## config.mk

```make
export PLATFORM = sky130hd
export DESIGN_NAME = sargam_tone_detector
export DESIGN_NICKNAME = d
export VERILOG_FILES = /design/src/rtl/sargam_pkg.sv /design/src/rtl/tone_period_meter.sv /design/src/rtl/sargam_tone_detector.sv
export SDC_FILE = /design/constraint.sdc
export NUM_CORES = 1
export LEC_CHECK = 0
export CORE_MARGIN = 2
export CORE_UTILIZATION = 40
export DETAILED_ROUTE_END_ITERATION = 10
export SYNTH_ARGS = -nofsm -noshare
export SYNTH_HDL_FRONTEND = slang
export SYNTH_SLANG_ARGS = --single-unit
export TNS_END_PERCENT = 20
```

## constraint.sdc

```tcl
create_clock -name clk -period 2.85 [get_ports clk]
set_input_delay 0.57 -clock clk [delete_from_list [all_inputs] [get_ports clk]]
set_output_delay 0.57 -clock clk [all_outputs]
set_load 0.01 [all_outputs]
```

## src/rtl/sargam_pkg.sv

```systemverilog
// Shared sargam note encoding, full-period table and match-window helper.
// Periods are in 50 MHz clk cycles and equal twice the generator's half-period plus two.
package sargam_pkg;

    localparam int NUM_NOTES = 7;

    typedef enum logic [2:0] {
        NOTE_SA  = 3'd0,
        NOTE_RE  = 3'd1,
        NOTE_GA  = 3'd2,
        NOTE_MA  = 3'd3,
        NOTE_PA  = 3'd4,
        NOTE_DHA = 3'd5,
        NOTE_NI  = 3'd6
    } note_t;

    localparam logic [0:NUM_NOTES-1][31:0] NOTE_PERIOD = '{
        32'd191114, 32'd170264, 32'd151688, 32'd143268,
        32'd127326, 32'd113638, 32'd101044
    };

    typedef enum logic [1:0] {
        ST_SILENT,
        ST_ACQUIRE,
        ST_LOCKED
    } det_state_t;

    typedef struct packed {
        logic [31:0] lo;
        logic [31:0] hi;
    } note_win_t;

    function automatic note_win_t note_window(input logic [31:0] period, input int tol_shift);
        note_win_t w;
        w.lo = period - (period >> tol_shift);
        w.hi = period + (period >> tol_shift);
        return w;
    endfunction

endpackage

```

## src/rtl/tone_period_meter.sv

```systemverilog
// Synchronises tone_in, detects rising edges and measures rising-to-rising distance.
// period/period_vld/edge_seen appear one cycle after the edge pulse; no backpressure.
// timeout is high while the counter sits saturated at TIMEOUT.
module tone_period_meter #(
    parameter int CNT_W   = 20,
    parameter int TIMEOUT = 250000
) (
    input  logic             clk,
    input  logic             rst,
    input  logic             tone_in,
    output logic [CNT_W-1:0] period,
    output logic             period_vld,
    output logic             edge_seen,
    output logic             timeout
);

    localparam logic [CNT_W-1:0] TMO = CNT_W'(TIMEOUT);

    logic [2:0]       sync_q;
    logic [CNT_W-1:0] cnt_q;
    logic             edge_p;

    assign edge_p  = sync_q[1] & ~sync_q[2];
    assign timeout = (cnt_q == TMO);

    always_ff @(posedge clk) begin
        if (rst) begin
            sync_q     <= '0;
            cnt_q      <= '0;
            period     <= '0;
            period_vld <= 1'b0;
            edge_seen  <= 1'b0;
        end else begin
            sync_q     <= {sync_q[1:0], tone_in};
            edge_seen  <= edge_p;
            // A saturated count means the true period is unknown: discard it.
            period_vld <= edge_p & ~timeout;
            if (edge_p) begin
                cnt_q <= '0;
                if (!timeout) begin
                    period <= cnt_q + 1'b1;
                end
            end else if (!timeout) begin
                cnt_q <= cnt_q + 1'b1;
            end
        end
    end

endmodule

```

## src/rtl/sargam_tone_detector.sv

```systemverilog
// Classifies a measured tone period as Sa..Ni and tracks lock with a debounce FSM.
// Outputs change 2 cycles after the internal edge pulse; no backpressure.
// TONE_DET_PERIOD_OUT_EN adds period_out/period_stb for raw period observation.
module sargam_tone_detector
    import sargam_pkg::*;
#(
    parameter int CLK_HZ     = 50000000,
    parameter int CNT_W      = 20,
    parameter int TOL_SHIFT  = 6,
    parameter int LOCK_CNT   = 4,
    parameter int UNLOCK_CNT = 2,
    parameter int TIMEOUT    = CLK_HZ / 200,
    parameter logic [0:NUM_NOTES-1][31:0] PERIOD_TBL = NOTE_PERIOD
) (
    input  logic       clk,
    input  logic       rst,
    input  logic       tone_in,
    output logic       note_valid,
    output logic [2:0] note_idx,
    output logic [6:0] led,
    output logic       note_stb,
    output logic       silent
`ifdef TONE_DET_PERIOD_OUT_EN
    ,
    output logic [CNT_W-1:0] period_out,
    output logic             period_stb
`endif
);

    localparam int ACW = $clog2(LOCK_CNT + 1);
    localparam int MCW = $clog2(UNLOCK_CNT + 1);

    logic [CNT_W-1:0] period;
    logic             period_vld;
    logic             edge_seen;
    logic             timeout;

    tone_period_meter #(
        .CNT_W   (CNT_W),
        .TIMEOUT (TIMEOUT)
    ) u_meter (
        .clk        (clk),
        .rst        (rst),
        .tone_in    (tone_in),
        .period     (period),
        .period_vld (period_vld),
        .edge_seen  (edge_seen),
        .timeout    (timeout)
    );

`ifdef TONE_DET_PERIOD_OUT_EN
    assign period_out = period;
    assign period_stb = period_vld;
`endif

    logic [31:0] per32;
    note_win_t   win;
    logic        match;
    note_t       match_idx;

    assign per32 = 32'(period);

    // Scan high to low so the lowest matching index wins.
    always_comb begin
        win       = '0;
        match     = 1'b0;
        match_idx = NOTE_SA;
        for (int i = NUM_NOTES - 1; i >= 0; i--) begin
            win = note_window(PERIOD_TBL[i], TOL_SHIFT);
            if (per32 >= win.lo && per32 <= win.hi) begin
                match     = 1'b1;
                match_idx = note_t'(i[2:0]);
            end
        end
    end

    det_state_t     state_q, state_d;
    note_t          cand_q, cand_d;
    note_t          idx_q, idx_d;
    logic [ACW-1:0] count_q, count_d;
    logic [MCW-1:0] miss_q, miss_d;
    logic           stb_q, stb_d;

    always_ff @(posedge clk) begin
        if (rst) begin
            state_q <= ST_SILENT;
            cand_q  <= NOTE_SA;
            idx_q   <= NOTE_SA;
            count_q <= '0;
            miss_q  <= '0;
            stb_q   <= 1'b0;
        end else begin
            state_q <= state_d;
            cand_q  <= cand_d;
            idx_q   <= idx_d;
            count_q <= count_d;
            miss_q  <= miss_d;
            stb_q   <= stb_d;
        end
    end

    always_comb begin
        state_d = state_q;
        cand_d  = cand_q;
        idx_d   = idx_q;
        count_d = count_q;
        miss_d  = miss_q;
        stb_d   = 1'b0;
        if (timeout) begin
            state_d = ST_SILENT;
            count_d = '0;
            miss_d  = '0;
        end else begin
            case (state_q)
                ST_SILENT: begin
                    if (edge_seen) begin
                        state_d = ST_ACQUIRE;
                        count_d = '0;
                    end
                end
                ST_ACQUIRE: begin
                    if (period_vld) begin
                        if (!match) begin
                            count_d = '0;
                        end else if (match_idx == cand_q) begin
                            count_d = count_q + 1'b1;
                        end else begin
                            cand_d  = match_idx;
                            count_d = ACW'(1);
                        end
                        if (count_d == ACW'(LOCK_CNT)) begin
                            state_d = ST_LOCKED;
                            idx_d   = cand_d;
                            miss_d  = '0;
                            stb_d   = 1'b1;
                        end
                    end
                end
                ST_LOCKED: begin
                    if (period_vld) begin
                        if (match && match_idx == idx_q) begin
                            miss_d = '0;
                        end else begin
                            miss_d = miss_q + 1'b1;
                            if (miss_d == MCW'(UNLOCK_CNT)) begin
                                state_d = ST_ACQUIRE;
                                miss_d  = '0;
                                cand_d  = match ? match_idx : cand_q;
                                count_d = match ? ACW'(1) : '0;
                            end
                        end
                    end
                end
                default: state_d = ST_SILENT;
            endcase
        end
    end

    assign note_valid = (state_q == ST_LOCKED);
    assign note_idx   = idx_q;
    assign led        = note_valid ? (7'b1 << idx_q) : 7'd0;
    assign note_stb   = stb_q;
    assign silent     = (state_q == ST_SILENT);

endmodule

```

After elaboration in Yosys (flattened, before gate mapping)
Cells that the tools add are included. Widths: inputs -> output; s select.

Add/subtract/negate cells: 3. $lt $le $gt $ge: 14. Eq/ne operators: 14. Shift-type cells: 1. Mux-type cells: 49. Bitwise logic cells: 6. Reductions and logical operators: 20.

Operator list (count): $ge 20x18->1 const B (4); $le 20x18->1 const B (4); $mux 3 (24); $ge 20x17->1 const B (3); $le 20x17->1 const B (3); $mux 2 (11); $add 20x1->20 const B (1); $eq 20x18->1 const B (1); $reduce_and 6->1 (2); $ne 2x1->1 const B (5); $mux 1 (9); $pmux 3 s3 (1); $logic_and 1x1->1 (8); $reduce_and 4->1 (2); $mux 7 (1); $reduce_and 7->1 (1); $shl 1x3->7 const A (1); $eq 3x3->1 (2); $pmux 2 s3 (1); $pmux 3 s2 (1); $eq 2x2->1 const B (2); $ne 2x2->1 const B (2); $not 1->1 (4); $pmux 2 s2 (1); 11 further kinds (13).

Flip-flop bits (word level): 59. Bits of input ports: 3. Output and inout port bits: 13. Logic and storage cells: 118.

Longest topological paths before layout
Gate-level depths: netlist (run 1).

Word-level depth: 19. Gate-level depth with buffers: 12. Depth with buffers taken out: 9.

By module
Synthesis (run 1) repeated with hierarchy kept, for this count alone.

Cell total of the unflattened synthesis: 525. Area total of the unflattened synthesis: 4096.4 um2.

By module, submodules not included: sargam_tone_detector (instances 1, cells an instance 326, area each 2245.9 um2, seq. area each 280.3 um2); tone_period_meter (instances 1, cells an instance 199, area each 1850.5 um2, seq. area each 900.9 um2).

Worst setup path before layout (run 1)
No wires, ideal clock.

Kind: reg2reg. Start point: register u_meter.period[17]. End point: register miss_q[0]. Setup time: 0.120 ns. Arrival: 2.819 ns. Data required time: 2.730 ns. Path slack: -0.089 ns. Stages on the path, launching flop included: 13. Path buffers: 3. Clock period less this slack: 2.939 ns. Cell sequence: dfxtp_1 buf_6 or3_1 buf_2 nor3_4 a311o_1 a22oi_1 or3_1 buf_6 xnor2_2 nor4_1 a21oi_1 o31a_1.

Word-level cells in the longest chain between the ends: 18. Elaborated cells between the ends (all ways): 49. Classes of those cells: order compare: 14; eq/ne: 4; mux: 22; reduce/logical: 9.

Ends and longest elaborated chain: from (decl) (RTL line tone_period_meter.sv:11) `output logic [CNT_W-1:0] period,`; from (signal assigned) (RTL line tone_period_meter.sv:41) `period <= cnt_q + 1'b1;`; $ge 20x17->1 / $le 20x17->1 (equally long branches) (RTL line sargam_tone_detector.sv:70) `if (per32 >= win.lo && per32 <= win.hi) begin`; $logic_and 1x1->1 (RTL line sargam_tone_detector.sv:70); $mux 3 (7 in series) (RTL line sargam_tone_detector.sv:70); $eq 3x3->1 (RTL line sargam_tone_detector.sv:125) `end else if (match_idx == cand_q) begin`; $mux 3 (RTL line sargam_tone_detector.sv:125); $mux 3 (RTL line sargam_tone_detector.sv:123) `if (!match) begin`; $mux 3 (RTL line sargam_tone_detector.sv:122) `if (period_vld) begin`; $mux 3 (RTL line sargam_tone_detector.sv:114) `case (state_q)`; $mux 3 (RTL line sargam_tone_detector.sv:109) `if (timeout) begin`; $eq 3x3->1 (RTL line sargam_tone_detector.sv:131) `if (count_d == ACW'(LOCK_CNT)) begin`; $ne 2x2->1 (no source line); $reduce_and 4->1 (no source line); to (signal assigned) (RTL line sargam_tone_detector.sv:97) `miss_q <= miss_d;`; to (decl) (RTL line sargam_tone_detector.sv:81) `logic [MCW-1:0] miss_q, miss_d;`.

Parallel ways exist; a longest one is shown, timed or not. The select of a mux whose other input is x is not followed. A chain may end at the register's enable or synchronous reset.

Final worst setup path (run 1)
Start point: register u_meter.period[2]. End point: register state_q[0].

Word-level cells in the longest chain between the ends: 18. Elaborated cells between the ends (all ways): 47. Classes of those cells: order compare: 14; eq/ne: 5; mux: 19; reduce/logical: 9.

Ends and longest elaborated chain: $ge 20x17->1 / $le 20x17->1 (equally long branches) (RTL line sargam_tone_detector.sv:70); $logic_and 1x1->1 (RTL line sargam_tone_detector.sv:70); $mux 3 (7 in series) (RTL line sargam_tone_detector.sv:70); $eq 3x3->1 (RTL line sargam_tone_detector.sv:125); $mux 3 (RTL line sargam_tone_detector.sv:125); $mux 3 (RTL line sargam_tone_detector.sv:123); $mux 3 (RTL line sargam_tone_detector.sv:122); $mux 3 (RTL line sargam_tone_detector.sv:114); $mux 3 (RTL line sargam_tone_detector.sv:109); $eq 3x3->1 (RTL line sargam_tone_detector.sv:131); $ne 2x2->1 (no source line); $reduce_and 6->1 (no source line) (*); to (signal assigned) (RTL line sargam_tone_detector.sv:93) `state_q <= state_d;`; to (decl) (RTL line sargam_tone_detector.sv:77) `det_state_t state_q, state_d;`.

Mark *: on every way between the ends. The rest lies on a longest branch, timed or not. The select of a mux whose other input is x is not followed.

==> impl_metrics.yaml, run 1 <==
placed_design:
  place_area_sq_mm: 0.00468
  place.gp.congestion: 0.969
  placed_cells: 682
  dpl.hpwl_um: 8910
  io_buffers: 15
worst_hold_path:
  hold_path_depth: 1
  min_from: "u_meter.sync_q[2]"
  hp-class: "reg2reg"
sta:
  fin_setup_tns_ps: -751
  worstMarginPinSlew_ps: 536
  finClkSkew_ps: 13.1
  finalHoldViolCount: 0
  rsz0062_at_grt: "yes"
  drv_slew: 0
  fin_hold_ws_ps: 408
  setup_ws_ps: -133
  period_minus_slack_ps: 2980
  slew_headroom_pct: 64.0
  fin_crit_sh_pct: 105
  final-setup-viol-count: 11
  fmax_ghz: 0.335
critical_path:
  cp_data_arrival_time_ps: 3230
  r2r_cells: 12
  cp_max_fo: 8
  critical_path_required_ps: 3100
  cp-start-kind: "register"
  crit_start: "u_meter.period[2]"
  path_class: "reg2reg"
  endpoint_kind: "register"
  worstReg2RegStart: "u_meter.period[2]"
run:
  max_cap_viol_count: 0
cells_and_area:
  fillers: 906
  area_delta_synth_final_pct: 34.8
  finish.instance_area_sq_mm: 0.00526
  drive_gt1_share_pct: 28.4
  final_util_pct: 54.6
  multi_input_area_sq_mm: 0.00286
  regArea_sq_mm: 0.00120
  nets: 576
  instances_no_fill: 704
  n_antenna_cell: 0
synthesis:
  async_reset_ff_share_pct: 0
  synth.area.top_cells: "dfxtp_1 (30%), nor2_1 (5.6%), a211oi_1 (5.0%), nand2_1 (3.4%), xor2_1 (3.1%)"
  yosys_warnings: 0
  yosys.area.top_type_share_pct: 30.2
  synth_seq_cells: 59
  yosysSeqAreaShare_pct: 30.2
  synth_area_sq_mm: 0.00390
  synthTopCellsByCount: "dfxtp_1 (59), nor2_1 (58), nand2_1 (35)"
  ys.flop_type: "dfxtp_1"
  synth_area_leader_cell: "dfxtp_1"
  ys_types: 80
  synth_most_common_cell: "dfxtp_1"
  synth_edf_count: 0
  syn_avg_cell_area_sq_um: 7.92
  syn_inst: 493
  synth_nets: 503
route:
  drtIter0Drc: 286
  drc: 0
  first_pass_iters: 5
  wl_per_cell_um: 17.3
  viasPerCell: 5.80
  via_count: 4086
  ant_nets: 0
  finalWirelength_um: 12200
run_status:
  violations: "setup timing"
  status: "finished, violations left"
pwr:
  peakVddDrop_uv: 408
  powerDensity_mw_per_mm2: 412
  power_leakage_uw: 0.00182
die:
  dieHeight_um: 103
  core_sq_mm: 0.00964
  io_pins: 16
  die_w_um: 103
  core.rowCount: 36
  die_area_sq_mm: 0.0106
  start_util_pct: 40.5
clock_tree:
  root_buffer: "clkbuf_8"
  postCtsHoldBufs: 0
  path_clk_slew_ps: 60
  clkLatencyLatePin_ps: 340
  cts_htree_levels: 3
  cts_sinks: 59
  tritoncts: "yes"
  clock_path_buffers: 2
  cts_buffers: 9
global_route:
  grt_max_degree: 40
  antenna_found_initial: 0
  grt_pass1_vias: 3767
  gr-total-overflow: 0
  track_usage_pct: 23.8
  grt_pass1_wl_um: 19500
[registers in the layout (all words and copies together) (netlist names)]
register and count:
miss_q 2, note_idx 3, state_q 2, cand_q 3, count_q 3, u_meter.period 20, u_meter.edge_seen 1, u_meter.period_vld 1
u_meter.cnt_q 20, u_meter.sync_q 3, note_stb 1
[where the power goes]
part           internal [uW]  switching (uW)
combinational            298             364
clock                    312             311
sequential               849            32.4
[path summary, 6_finish.rpt]
path	end	slack, ps
hold reg to reg	u_meter.edge_seen	410
hold / removal	u_meter.edge_seen	410
setup reg to reg	state_q[0]	-130
setup / recovery	state_q[0]	-130
[what timing repair did]
action | 4_1_cts | 5_1_grt
setup endpoints to repair | 14 | 14
buffers inserted | 6 | 1
resized for setup | 62 | 13
pin swaps | 33 | 6
[layer usage]
layer | vias to the layer above | track usage, % | part of all wire, %
met4 | 0 | 11.3 | 3.5
li1 | 1988 | - | -
met2 | 116 | 35.1 | 45
met3 | 38 | 3.39 | 3.8
met1 | 1944 | 34.0 | 48
met5 | - | 0 | 0
[kinds of logic after synthesis]
group	after synthesis	share of synthesized area, %
and+or+nand+nor	209	29.8
AOI/OAI and AO/OA	135	25.4
DFF	59	30.2
buffers and inverters	56	6.02
xor gates and xnor gates	26	6.02
adders and majority gates	7	2.24
muxes	1	0.256
[worst max-delay path: stages (launching register included)]
cell	delay [ps]
dfxtp_1	350
buf_12	140
buf_4	150
nand2_1	70
o311ai_1	310
a311o_1	290
a22oi_2	120
or3_4	460
buf_4	160
o21ai_0	310
o41ai_4	120
a211o_1	340
o31ai_2	60
[layout by cell type (no fill, tap or decap), drive strengths merged, types with 14 or more instances in the layout]
cell           Yosys  routed
a21oi             24      24
a211oi            27      27
clkdlybuf4s50      0      15
nand2             35      35
dfxtp             59      59
inv               18      18
xor2              14      14
nor2              59      59
buf                7      85
o21ai             19      19
nand3             19      19
[final cells by class]
cell class / instances / share of cell area (%)
multi-input combinational: 378 / 54.4
tap: 133 / 3.16
clock inverter: 3 / 0.285
inverter: 18 / 1.28
clock buffer: 13 / 2.64
sequential: 59 / 22.8
timing repair buffer: 100 / 15.5
[per-stage QoR]
stage          power, uW  setup slack [ps]
2_1_floorplan       1210              10.8
3_3_place_gp        1410              -355
3_5_place_dp        1410              -389
4_1_cts             2150             -94.5
5_1_grt             2270              -281
6_report            2170              -133
(Power assumes the default switching activity.)
==> run 2, diff against run 1 <==
- DONT_BUFFER_PORTS: default -> 1
==> run 2 against run 1 <==
  * The flow still finishes with violations (setup timing)
  * Wire length is 0.47% higher
  * Fmax up 1.7%
  * Critical endpoint is now miss_q[0]
  * Clock skew decreased by 6.1 ps
  * Flip-flop and latch count did not move
  * Worst hold slack worse by 130 ps
  * Count of clock-buffer cells in the layout fell by 2
  * Total power up 8.8%
  * Critical path depth down 1
  * Register-to-register slack better by 50 ps
  * Cell count is 0.57% lower
==> impl_metrics.yaml, run 2 (same netlist as run 1, synthesis figures left out) <==
cells_and_area:
  finish.instance_area_sq_mm: 0.00549
  layout_common_cells: "buf_4 (85), nor2_1 (56), dfxtp_1 (45)"
  n_antenna_cell: 0
  top_regs: "u_meter.cnt_q x20, u_meter.period x20"
  multi_input_area_sq_mm: 0.00309
  mostFrequentLayoutCell: "buf_4"
  nets: 572
  drive_gt1_share_pct: 36.9
  regArea_sq_mm: 0.00121
  area_delta_synth_final_pct: 40.7
  fillers: 873
global_route:
  grt_max_degree: 40
  antenna_found_initial: 0
  gr-total-overflow: 0
  track_usage_pct: 24.0
  grt_pass1_wl_um: 19800
  grt_pass1_vias: 3972
route:
  finalWirelength_um: 12200
  viasPerCell: 5.94
  drc: 0
  first_pass_iters: 5
  drtIter0Drc: 328
  ant_nets: 0
  wl_per_cell_um: 17.5
  via_count: 4159
sta:
  finClkSkew_ps: 6.94
  rsz0062_at_grt: "yes"
  finalHoldViolCount: 0
  fin_crit_sh_pct: 103
  period_minus_slack_ps: 2930
  drv_slew: 0
  fin_setup_tns_ps: -250
  fmax_ghz: 0.341
  setup_ws_ps: -82.3
  slew_headroom_pct: 58.7
  final-setup-viol-count: 8
  worstMarginPinSlew_ps: 614
placed_design:
  io_buffers: 0
  place.gp.congestion: 0.933
  pre_cts_ws_ps: -329
  dpl.hpwl_um: 8930
  place_area_sq_mm: 0.00460
die:
  core_sq_mm: 0.00964
  die_w_um: 103
  start_util_pct: 40.5
  io_pins: 16
  core.rowCount: 36
  dieHeight_um: 103
  die_area_sq_mm: 0.0106
critical_path:
  cp_max_fo: 4
  cp_data_arrival_time_ps: 3180
  path_class: "reg2reg"
  critPathBufInv: 2
  critPathTopFamily: "simple AND/OR/NAND/NOR gates"
  endpoint_kind: "register"
  critical_path.max_stage_delay_ps: 550
  crit_path_cell_trace: "or4b_4, or4_4, o21ai_0, o21ai_1, nand4_4, buf_6, nor2_4, nor4_4, buf_4, a21oi_1, o31a_1"
  reg2reg_slack_ps: -80
  cp-start-kind: "register"
  critical_path_required_ps: 3090
  cp_slowest_cell: "or4b_4"
clock_tree:
  tritoncts: "yes"
  path_clk_slew_ps: 70
  clock_path_buffers: 2
  cts_sinks: 59
  clkLatencyLatePin_ps: 350
  cts_htree_levels: 3
  cts_buffers: 9
  root_buffer: "clkbuf_8"
run_status:
  violations: "setup timing"
  status: "finished, violations left"
pwr:
  powerDensity_mw_per_mm2: 429
  power_leakage_uw: 0.00196
  total_power_uw: 2360
  peakVddDrop_uv: 251
run:
  max_cap_viol_count: 0
worst_hold_path:
  hp-class: "in2reg"
## run 2: cell types whose count changed in the layout (fill, tap and decap cells not counted), sizes merged
| cell | previous run | this run |
|---|---|---|
| clkinvlp | 0 | 1 |
| buf | 85 | 96 |
| clkbuf | 13 | 11 |
| bufinv | 0 | 1 |
| clkdlybuf4s50 | 15 | 0 |
## run 2: stage by stage
step                util [%]  hold WS (ps)  cells
floorplan                  -           383    493
global placement        47.7           389    676
detailed placement      47.7           406    676
CTS                     53.2           259    694
global route            57.0           259    700
finish                  57.0           277    700
## run 2: timing repair
item                                   CTS  global route
resized for setup                       67            62
setup endpoints to repair               14            14
endpoints found under the hold margin    0             0
pin swaps                               26            32
cloned                                   0             0
hold buffers                             0             0
buffers inserted                         2             8
## run 2: final timing paths
kind / start / endpoint / cells past startpoint
setup / recovery: u_meter.period[19] / miss_q[0] / 11
hold / removal: rst / u_meter.sync_q[0] / 1
setup reg to reg: u_meter.period[19] / miss_q[0] / 11
hold reg to reg: u_meter.sync_q[2] / u_meter.edge_seen / 1
## run 2: final cells by class
cell class	instances	share of cell area [%]
clock inverters	5	0.957
well taps	133	3.03
repair buffers	96	14.0
clock buffers	11	2.57
flip-flops and latches	59	22.0
multi-input cells	378	56.2
inverters	18	1.23
## run 2: where the power goes
| group | internal, uW | leakage (uW) | switching (uW) |
|---|---|---|---|
| clock | 423 | 0.0000991 | 344 |
| combinational | 321 | 0.00138 | 388 |
| sequential | 850 | 0.000486 | 31.7 |
## run 2: layer usage
| metal | up-vias | track usage (%) | routed length [um] |
|---|---|---|---|
| met4 | 0 | 9.51 | 304 |
| li1 | 1984 | - | - |
| met2 | 125 | 36.8 | 5570 |
| met5 | - | 0 | 0 |
| met1 | 2021 | 33.6 | 5750 |
| met3 | 29 | 4.07 | 622 |
==> run 3, diff against run 2 <==
- CORE_ASPECT_RATIO: default -> 1.75
==> run 3 against run 2 <==
  * The run still ends with setup timing left
  * Total power increased by 11%
  * Combinational power about the same
  * Core utilization increased by 0.65 points
  * Sequential power decreased by 0.5%
  * Worst hold slack improved by 22 ps
  * Wire length increased by 13%
  * Cell count decreased by 0.43%
  * Die area increased by 0.29%
  * First-iteration DRC count increased by 9.8%
  * Highest routed layer unchanged
==> impl_metrics.yaml, run 3 (same netlist as run 1, synthesis figures left out) <==
cells_and_area:
  layout_common_cells: "buf_4 (95), nor2_1 (57), dfxtp_1 (52)"
  final_util_pct: 57.6
  instances_no_fill: 697
  regArea_sq_mm: 0.00119
  nets: 580
  n_antenna_cell: 0
  multi_input_area_sq_mm: 0.00295
  fillers: 862
  area_delta_synth_final_pct: 39.7
  mostFrequentLayoutCell: "buf_4"
  top_regs: "u_meter.cnt_q x20, u_meter.period x20"
  drive_gt1_share_pct: 34.8
critical_path:
  critical_path_required_ps: 3090
  critical_path.max_stage_delay_ps: 540
  cp_max_fo: 6
  critPathTopFamily: "compound AO/OA/AOI/OAI gates"
  endpoint_kind: "register"
  critPathBufInv: 4
  crit_start: "u_meter.period[7]"
  path_class: "reg2reg"
  cp-start-kind: "register"
  worstReg2RegStart: "u_meter.period[7]"
  cp_slowest_cell: "or4_4"
  cpMostUsedCell: "buf_4"
  crit_path_cell_trace: "buf_4, buf_4, nand4b_1, or4_4, o21ai_2, o21a_4, nor3_4, buf_6, xnor2_4, o41ai_2, buf_4, nand2_1, o31ai_2"
  cp_data_arrival_time_ps: 3270
die:
  start_util_pct: 41.2
  dieHeight_um: 135
  io_pins: 16
  die_area_sq_mm: 0.0106
  die_w_um: 78.7
  core_sq_mm: 0.00947
  core.rowCount: 47
sta:
  slew_headroom_pct: 52.3
  drv_slew: 0
  rsz0062_at_grt: "yes"
  fin_crit_sh_pct: 106
  worstMarginPinSlew_ps: 708
  period_minus_slack_ps: 3030
  finClkSkew_ps: 5.93
  fmax_ghz: 0.330
  final-setup-viol-count: 14
  finalHoldViolCount: 0
  setup_ws_ps: -178
run_status:
  status: "finished, violations left"
  violations: "setup timing"
route:
  finalWirelength_um: 13900
  via_count: 4311
  viasPerCell: 6.19
  wl_per_cell_um: 19.9
  first_pass_iters: 5
  drc: 0
  drtIter0Drc: 360
  ant_nets: 0
clock_tree:
  postCtsHoldBufs: 0
  tritoncts: "yes"
  path_clk_slew_ps: 50
  root_buffer: "clkbuf_16"
  clkLatencyLatePin_ps: 340
  cts_buffers: 9
  cts_htree_levels: 3
  clock_path_buffers: 2
  cts_sinks: 59
placed_design:
  io_buffers: 0
  place.gp.congestion: 1.00
  placed_cells: 671
  dpl.hpwl_um: 10300
global_route:
  antenna_found_initial: 0
  track_usage_pct: 26.6
  grt_pass1_wl_um: 21200
  grt_pass1_vias: 4222
  gr-total-overflow: 0
  grt_max_degree: 40
worst_hold_path:
  min_from: "rst"
  hp-class: "in2reg"
pwr:
  powerDensity_mw_per_mm2: 479
  power_leakage_uw: 0.00197
  total_power_uw: 2620
  peakVddDrop_uv: 314
run:
  max_cap_viol_count: 0
## run 3: cell count changes in the layout (fill, tap and decap cells not counted), sizes merged
cell	before	now
buf	96	104
bufinv	1	0
clkbuf	11	12
clkinv	3	2
clkinvlp	1	2
## run 3: power breakdown
group          internal (uW)  switching (uW)
sequential               851            26.0
combinational            314             396
clock                    632             397
total                   1800             819
## run 3: timing repair
item / 4_1_cts / 5_1_grt
buffers inserted: 4 / 6
pin swaps: 25 / 33
resized for setup: 56 / 42
endpoints found under the setup margin: 14 / 14
## run 3: worst register-to-register path, cell delays in order, from the launching register on
cell	delay (ps)
dfxtp_1	300
buf_4	150
buf_4	150
nand4b_1	250
or4_4	540
o21ai_2	170
o21a_4	180
nor3_4	40
buf_6	130
xnor2_4	190
o41ai_2	380
buf_4	180
nand2_1	60
o31ai_2	200
## run 3: metrics by stage
stage | setup WS, ps | setup TNS (ps) | hold WS [ps] | area (sq um)
after global routing | -287 | -2730 | 288 | 5460
after global placement | -348 | -3350 | 390 | 4620
final | -178 | -1100 | 299 | 5460
after detailed placement | -326 | -3690 | 391 | 4620
after floorplan | 10.8 | 0 | 383 | 3930
after CTS | -111 | -838 | 291 | 5190
## run 3: final cells by class
| type | count | area share, % |
|---|---|---|
| Clock buffer | 12 | 4.70 |
| Clock inverter | 4 | 0.459 |
| Inverter | 18 | 1.24 |
| Multi-Input combinational cell | 378 | 54.0 |
| Sequential cell | 59 | 21.9 |
| Tap cell | 122 | 2.80 |
| Timing Repair Buffer | 104 | 14.9 |
## run 3: path summary, 6_finish.rpt
path / end / slack (ps) / depth (start not counted)
max reg2reg: state_q[0] / -180 / 13
max: state_q[0] / -180 / 13
min reg2reg: u_meter.edge_seen / 400 / 1
min: u_meter.period[2] / 300 / 1
## run 3: routing by layer
| metal | global-route usage [%] | wire, um | vias to the layer above |
|---|---|---|---|
| met5 | 0 | 0 | - |
| met2 | 50.1 | 7340 | 192 |
| li1 | - | - | 2005 |
| met4 | 23.0 | 1330 | 0 |
| met1 | 23.5 | 4630 | 2035 |
| met3 | 4.61 | 601 | 79 |
